## config.mk

```make
export PLATFORM = sky130hd
export DESIGN_NAME = acumulador_pontos
export DESIGN_NICKNAME = d
export VERILOG_FILES = /design/src/rtl/pontos_pkg.sv /design/src/rtl/tabela_pontos_base.sv /design/src/rtl/acumulador_pontos.sv
export SDC_FILE = /design/constraint.sdc
export NUM_CORES = 1
export LEC_CHECK = 0
export BUFFER_PORTS_ARGS = -buffer_cell sky130_fd_sc_hd__buf_2
export CORE_MARGIN = 2
export CORE_UTILIZATION = 55
export DETAILED_ROUTE_END_ITERATION = 7
export PLACE_DENSITY = 0.78
export REMOVE_ABC_BUFFERS = 1
export SYNTH_ARGS = -nofsm -noshare
export SYNTH_HDL_FRONTEND = slang
export SYNTH_SLANG_ARGS = --single-unit
```

## constraint.sdc

```tcl
create_clock -name clock -period 9 [get_ports clock]
set_clock_uncertainty 0.1 [all_clocks]
set_input_delay 1.8 -clock clock [delete_from_list [all_inputs] [get_ports clock]]
set_output_delay 1.8 -clock clock [all_outputs]
set_load 0.02 [all_outputs]
```

## src/rtl/pontos_pkg.sv

```systemverilog
// Shared types and helpers for the score accumulator.
// Holds the FSM state enum, default widths, base table and saturating add.
package pontos_pkg;

  localparam int N_PLAYERS_D = 2;
  localparam int SCORE_W_D   = 8;
  localparam int ROUND_W_D   = 4;
  localparam int ERR_W_D     = 8;
  localparam int BASE_MAX_D  = 9;
  localparam int BONUS_MAX_D = 3;

  typedef enum logic [1:0] {
    IDLE,
    CALC,
    UPDATE
  } state_t;

  // Round 0 still earns one point; late rounds are capped.
  function automatic int unsigned base_pontos(
    input int unsigned r,
    input int unsigned bmax
  );
    if (r == 0) return 1;
    if (r > bmax) return bmax;
    return r;
  endfunction

  function automatic longint unsigned sat_add(
    input longint unsigned a,
    input longint unsigned b,
    input int unsigned     w
  );
    longint unsigned lim;
    longint unsigned sum;
    lim = (64'd1 << w) - 64'd1;
    sum = a + b;
    return (sum > lim) ? lim : sum;
  endfunction

endpackage

```

## src/rtl/tabela_pontos_base.sv

```systemverilog
// Combinational base-point lookup for a round number.
// Ports: rodada (round in), base (points out, SCORE_W bits).
module tabela_pontos_base
  import pontos_pkg::*;
#(
  parameter int ROUND_W  = ROUND_W_D,
  parameter int SCORE_W  = SCORE_W_D,
  parameter int BASE_MAX = BASE_MAX_D
) (
  input  logic [ROUND_W-1:0] rodada,
  output logic [SCORE_W-1:0] base
);

  assign base = SCORE_W'(base_pontos(32'(rodada), BASE_MAX));

endmodule

```

## src/rtl/acumulador_pontos.sv

```systemverilog
// Registered multi-player score accumulator with valid/ready request.
// Ports: clock, reset_n, calc_valid/ready, jogador, rodada, erros, clear,
//        done, pontos_rodada, pontos_out, high_score, overflow.
module acumulador_pontos
  import pontos_pkg::*;
#(
  parameter int N_PLAYERS  = N_PLAYERS_D,
  parameter int SCORE_W    = SCORE_W_D,
  parameter int ROUND_W    = ROUND_W_D,
  parameter int ERR_W      = ERR_W_D,
  parameter int BASE_MAX   = BASE_MAX_D,
  parameter int BONUS_MAX  = BONUS_MAX_D,
  localparam int JW =
    (N_PLAYERS > 1) ? $clog2(N_PLAYERS) : 1
) (
  input  logic                           clock,
  input  logic                           reset_n,
  input  logic                           calc_valid,
  output logic                           calc_ready,
  input  logic [JW-1:0]                  jogador,
  input  logic [ROUND_W-1:0]             rodada,
  input  logic [ERR_W-1:0]               erros,
  input  logic                           clear,
  output logic                           done,
  output logic [SCORE_W-1:0]             pontos_rodada,
  output logic [N_PLAYERS*SCORE_W-1:0]   pontos_out,
  output logic [SCORE_W-1:0]             high_score,
  output logic [N_PLAYERS-1:0]           overflow
);

  localparam int SKW =
    (BONUS_MAX > 0) ? $clog2(BONUS_MAX + 1) : 1;
  localparam int CW =
    (ERR_W > SCORE_W) ? ERR_W : SCORE_W;

  if (N_PLAYERS < 1 || N_PLAYERS > 8) begin : g_np_chk
    $error("N_PLAYERS must be 1..8");
  end

  if (longint'(BASE_MAX + BONUS_MAX) >=
      (longint'(1) << SCORE_W)) begin : g_pts_chk
    $error("BASE_MAX+BONUS_MAX must fit SCORE_W");
  end

  state_t               state;
  logic [JW-1:0]        req_j;
  logic [ROUND_W-1:0]   req_r;
  logic [ERR_W-1:0]     req_e;
  logic [SCORE_W-1:0]   round_pts;
  logic [SCORE_W-1:0]   score  [N_PLAYERS];
  logic [SKW-1:0]       streak [N_PLAYERS];

  logic [SCORE_W-1:0]   base;
  logic [CW-1:0]        base_x;
  logic [CW-1:0]        err_x;
  logic [SCORE_W-1:0]   pen_pts;
  logic [SKW-1:0]       cur_streak;
  logic [SCORE_W-1:0]   bonus;
  logic [SCORE_W-1:0]   calc_pts;
  logic [SCORE_W:0]     sum;
  logic [SCORE_W-1:0]   new_score;
  logic                 sat_hit;
  logic [SKW-1:0]       streak_next;
  logic [SCORE_W-1:0]   new_high;
  logic [JW-1:0]        j_safe;
  logic                 clean;

  tabela_pontos_base #(
    .ROUND_W  (ROUND_W),
    .SCORE_W  (SCORE_W),
    .BASE_MAX (BASE_MAX)
  ) u_tabela (
    .rodada (req_r),
    .base   (base)
  );

  assign calc_ready = (state == IDLE) && !clear;

  assign j_safe =
    (32'(jogador) >= N_PLAYERS) ? '0 : jogador;

  // Compare in the wider of the two widths so
  // large error counts cannot alias small ones.
  assign base_x = CW'(base);
  assign err_x  = CW'(req_e);
  assign clean  = (req_e == '0);

  assign cur_streak = streak[req_j];

  always_comb begin
    pen_pts = '0;
    if (err_x < base_x)
      pen_pts = SCORE_W'(base_x - err_x);
  end

  always_comb begin
    bonus = '0;
    if (clean) begin
      if (32'(cur_streak) > BONUS_MAX)
        bonus = SCORE_W'(BONUS_MAX);
      else
        bonus = SCORE_W'(cur_streak);
    end
  end

  assign calc_pts = pen_pts + bonus;

  assign sum = {1'b0, score[req_j]} +
               {1'b0, round_pts};

  assign new_score = SCORE_W'(sat_add(
    64'(score[req_j]), 64'(round_pts), SCORE_W));

  // Saturation happened iff the clamped value
  // differs from the true sum.
  assign sat_hit = (sum != {1'b0, new_score});

  always_comb begin
    streak_next = '0;
    if (clean) begin
      if (32'(cur_streak) >= BONUS_MAX)
        streak_next = SKW'(BONUS_MAX);
      else
        streak_next = cur_streak + 1'b1;
    end
  end

  assign new_high =
    (new_score > high_score) ? new_score : high_score;

  for (genvar p = 0; p < N_PLAYERS; p++) begin : g_out
    assign pontos_out[p*SCORE_W +: SCORE_W] = score[p];
  end

  always_ff @(posedge clock) begin
    if (!reset_n) begin
      state         <= IDLE;
      req_j         <= '0;
      req_r         <= '0;
      req_e         <= '0;
      round_pts     <= '0;
      pontos_rodada <= '0;
      high_score    <= '0;
      overflow      <= '0;
      done          <= 1'b0;
      for (int p = 0; p < N_PLAYERS; p++) begin
        score[p]  <= '0;
        streak[p] <= '0;
      end
    end else begin
      done <= 1'b0;
      unique case (state)
        IDLE: begin
          if (clear) begin
            pontos_rodada <= '0;
            high_score    <= '0;
            overflow      <= '0;
            for (int p = 0; p < N_PLAYERS; p++) begin
              score[p]  <= '0;
              streak[p] <= '0;
            end
          end else if (calc_valid) begin
            req_j <= j_safe;
            req_r <= rodada;
            req_e <= erros;
            state <= CALC;
          end
        end
        CALC: begin
          round_pts <= calc_pts;
          state     <= UPDATE;
        end
        UPDATE: begin
          score[req_j]  <= new_score;
          streak[req_j] <= streak_next;
          if (sat_hit)
            overflow[req_j] <= 1'b1;
          pontos_rodada <= round_pts;
          high_score    <= new_high;
          done          <= 1'b1;
          state         <= IDLE;
        end
        default: state <= IDLE;
      endcase
    end
  end

endmodule

```

==> reports/metrics.cfg <==
[outcome]
status=finished clean

[cells_and_area]
final_nets=445
syn2layout_area_growth_pct=16.37
drive_gt1_share_pct=21.32
diodes=0

[clock_network]
cts_inserted_buffers=9
cts_root_buf=clkbuf_8
ctsResizeCount=0
post-cts-setup-buffers=0
ctsHoldBuffers=0
cts.path.max_buffers=2
cts_tree=yes
cts_sinks=63
cts.htree.levels=3
clock_latency_ps=330
clk_pin_slew_ps=70

[synth]
async_flop_share_pct=0
synth.area.top_cells=dfxtp_1 26%, edfxtp_1 18%, ha_1 8.5%
synth_top_area_share_pct=26.44
synth_area_um2=3256
synth_most_common_cell=nor2_1
ys_seq_area_share_pct=44.89
synth-edff-count=20
synth_common_cells=50 x nor2_1, 43 x dfxtp_1, 43 x nand2_1
avgSynthCellArea_um2=9.275
postSynthCellCount=351
yosys.area.top_type=dfxtp_1
synth_warnings=0
ys.flop_type=dfxtp_1
ys_ff_latch=63
synth_cell_type_count=54

[timing]
setup_violations=0
final.setup.tns_ps=0
worst_slew_pin_slew_ps=952.4
fmax_mhz=219.8
min_period_over_period_pct=50.56
slew-limit-headroom_pct=34.87
hold_viol=0
min_period_ps=4550
layout_setup_ws_ps=4450
rsz0062_at_grt=no
final_max_slew_viol_count=0

[routing]
wl_per_cell_um=15.65
wl_met2_um=3295
met3WireLength_um=454
via_per_inst=5.698
dr.pass1.iters=5
ant_nets=0
wl_met1_um=3561
num_vias=2752
wl_um=7561
drc=0
topRoutingLayerUsed=met4
drt_iter0_drc=252

[pwr]
max-vdd-ir-drop_v=0.0001214
pwr-share-seq_pct=45.5
power_frac_comb_pct=15.6
pwr-share-clk_pct=38.9
power_leakage_nw=1.674
p_int_w=0.0005034
p_sw_share_pct=26.42
power_density_nw_per_um2=180.6
power_switching_w=0.0001808

[placement]
dp_hpwl_um=5569
pre_cts_slack_ps=4465
io_buffers=52
globalplace.congestion=0.9043

[floorplanning]
io_pins=53
fp.dieH_um=80.94
start_util_pct=55.98
die-area_um2=6550
num_rows=28
die_w_um=80.94
core_um2=5816

[global_routing]
first_global_vias=2563
gr-total-overflow=0
grt_pass1_wl_um=12290
antenna_found_initial=0
grtUsageTotal_pct=24.88
grt_start_max_net_pins=31

[worst_setup_path]
critPathMaxFanout=13
path_cells=mux2_2 -> ha_1 -> fa_1 -> a211oi_2 -> nor2_2 -> o31a_2 -> nor2_1 -> inv_1 -> ha_1 -> o211a_1 -> a211oi_1 -> a41oi_1 -> a31oi_2 -> a2bb2o_4
slowest_stage=dfxtp_1
slowest_delay_ps=690
cp.required_ps=9180
critical_path.most_common_cell=ha_1
endpoint_kind=flip-flop
start_kind=flip-flop
crit_type=flip-flop to flip-flop
cp.arrival_ps=4730

[worst_hold_path]
min-delay-start=err_x[6]
hold_class=flip-flop to flip-flop

[flow_run]
maxCapViolCount=0

## final cells by class
type / count / area [um^2]
clock inverter: 2 / 35.03
tap: 75 / 93.84
inverter: 27 / 101.3
fill: 474 / 2027
timing repair buffer: 53 / 267.8
sequential: 63 / 1461
multi-input combinational: 249 / 1645
clock buffer: 14 / 183.9
## cell usage in the layout (no fill, tap or decap), types with 4 or more instances in the layout
cell type / instances
nand3_1: 5
buf_2: 52
a22oi_1: 8
inv_1: 27
a21oi_1: 25
nor3_1: 7
nor2b_1: 7
clkbuf_8: 11
nand2_1: 43
edfxtp_1: 20
a211oi_1: 5
nor2_1: 50
ha_1: 22
o21ai_0: 8
and2_1: 4
mux2_2: 9
o2bb2ai_1: 7
dfxtp_1: 43
## worst max-delay path, delay by kind of cell (launching register included)
| kind | cells | cell delay, ps |
|---|---|---|
| adder cells (fa/ha/maj) | 3 | 970 |
| AND/OR/NAND/NOR | 2 | 380 |
| buffers and inverters | 1 | 100 |
| flip-flops | 1 | 690 |
| AO/OA/AOI/OAI | 7 | 1870 |
| multiplexers | 1 | 400 |
## sequential cells by signal (all words and copies together) (netlist names), 4 cells and up, named ones only
signal,flops
round_pts,8
req_r,4
err_x,8
pontos_rodada,8
score,16
high_score,8
streak,4
## stage by stage
step           instance area (um^2)  std cells  total power, W  util [%]  hold WS (ps)
5_1_grt                        3789        483       0.0007141     65.15         394.4
2_1_floorplan                  3208        339       0.0003911         -         336.0
4_1_cts                        3789        483       0.0006833     65.15         364.6
3_3_place_gp                   3570        467       0.0004182     61.38         343.3
6_report                       3789        483       0.0006842     65.15         361.0
3_5_place_dp                   3570        467       0.0004216     61.38         355.0
## worst paths after layout
| path | depth (start not counted) | endpoint | slack, ps |
|---|---|---|---|
| worst min-delay path | 2 | err_x[6] | 360 |
| worst max-delay path | 14 | high_score[7] | 4450 |
| worst min register to register | 2 | err_x[6] | 360 |
| worst max register to register | 14 | high_score[7] | 4450 |
## layer usage
layer / vias to the layer above / global-route usage, %
met5: - / 0
met4: 0 / 13.05
met3: 22 / 4.444
met2: 119 / 37.11
met1: 1275 / 34.44
li1: 1336 / -
## power groups by stage
stage	sequential [W]	combinational, W	clock (W)
floorplan	0.000321	0.0000699	0
global placement	0.000317	0.000101	0
detailed placement	0.000317	0.000104	0
CTS	0.000311	0.000105	0.000267
global route	0.000313	0.000119	0.000282
finish	0.000311	0.000107	0.000266
## cell families (layout without fill, tap and decap cells)
family                     Yosys count  count (layout)  synth area share, %
buffers and inverters               39              96                4.573
AOI/OAI and AO/OA                   75              75                16.80
muxes                               11              11                3.728
and+or+nand+nor                    133             133                18.37
xor gates and xnor gates             5               5                1.345
adders and majority gates           25              25                10.30
DFF                                 63              63                44.89
Note: power is estimated with default switching activity, not from simulation.
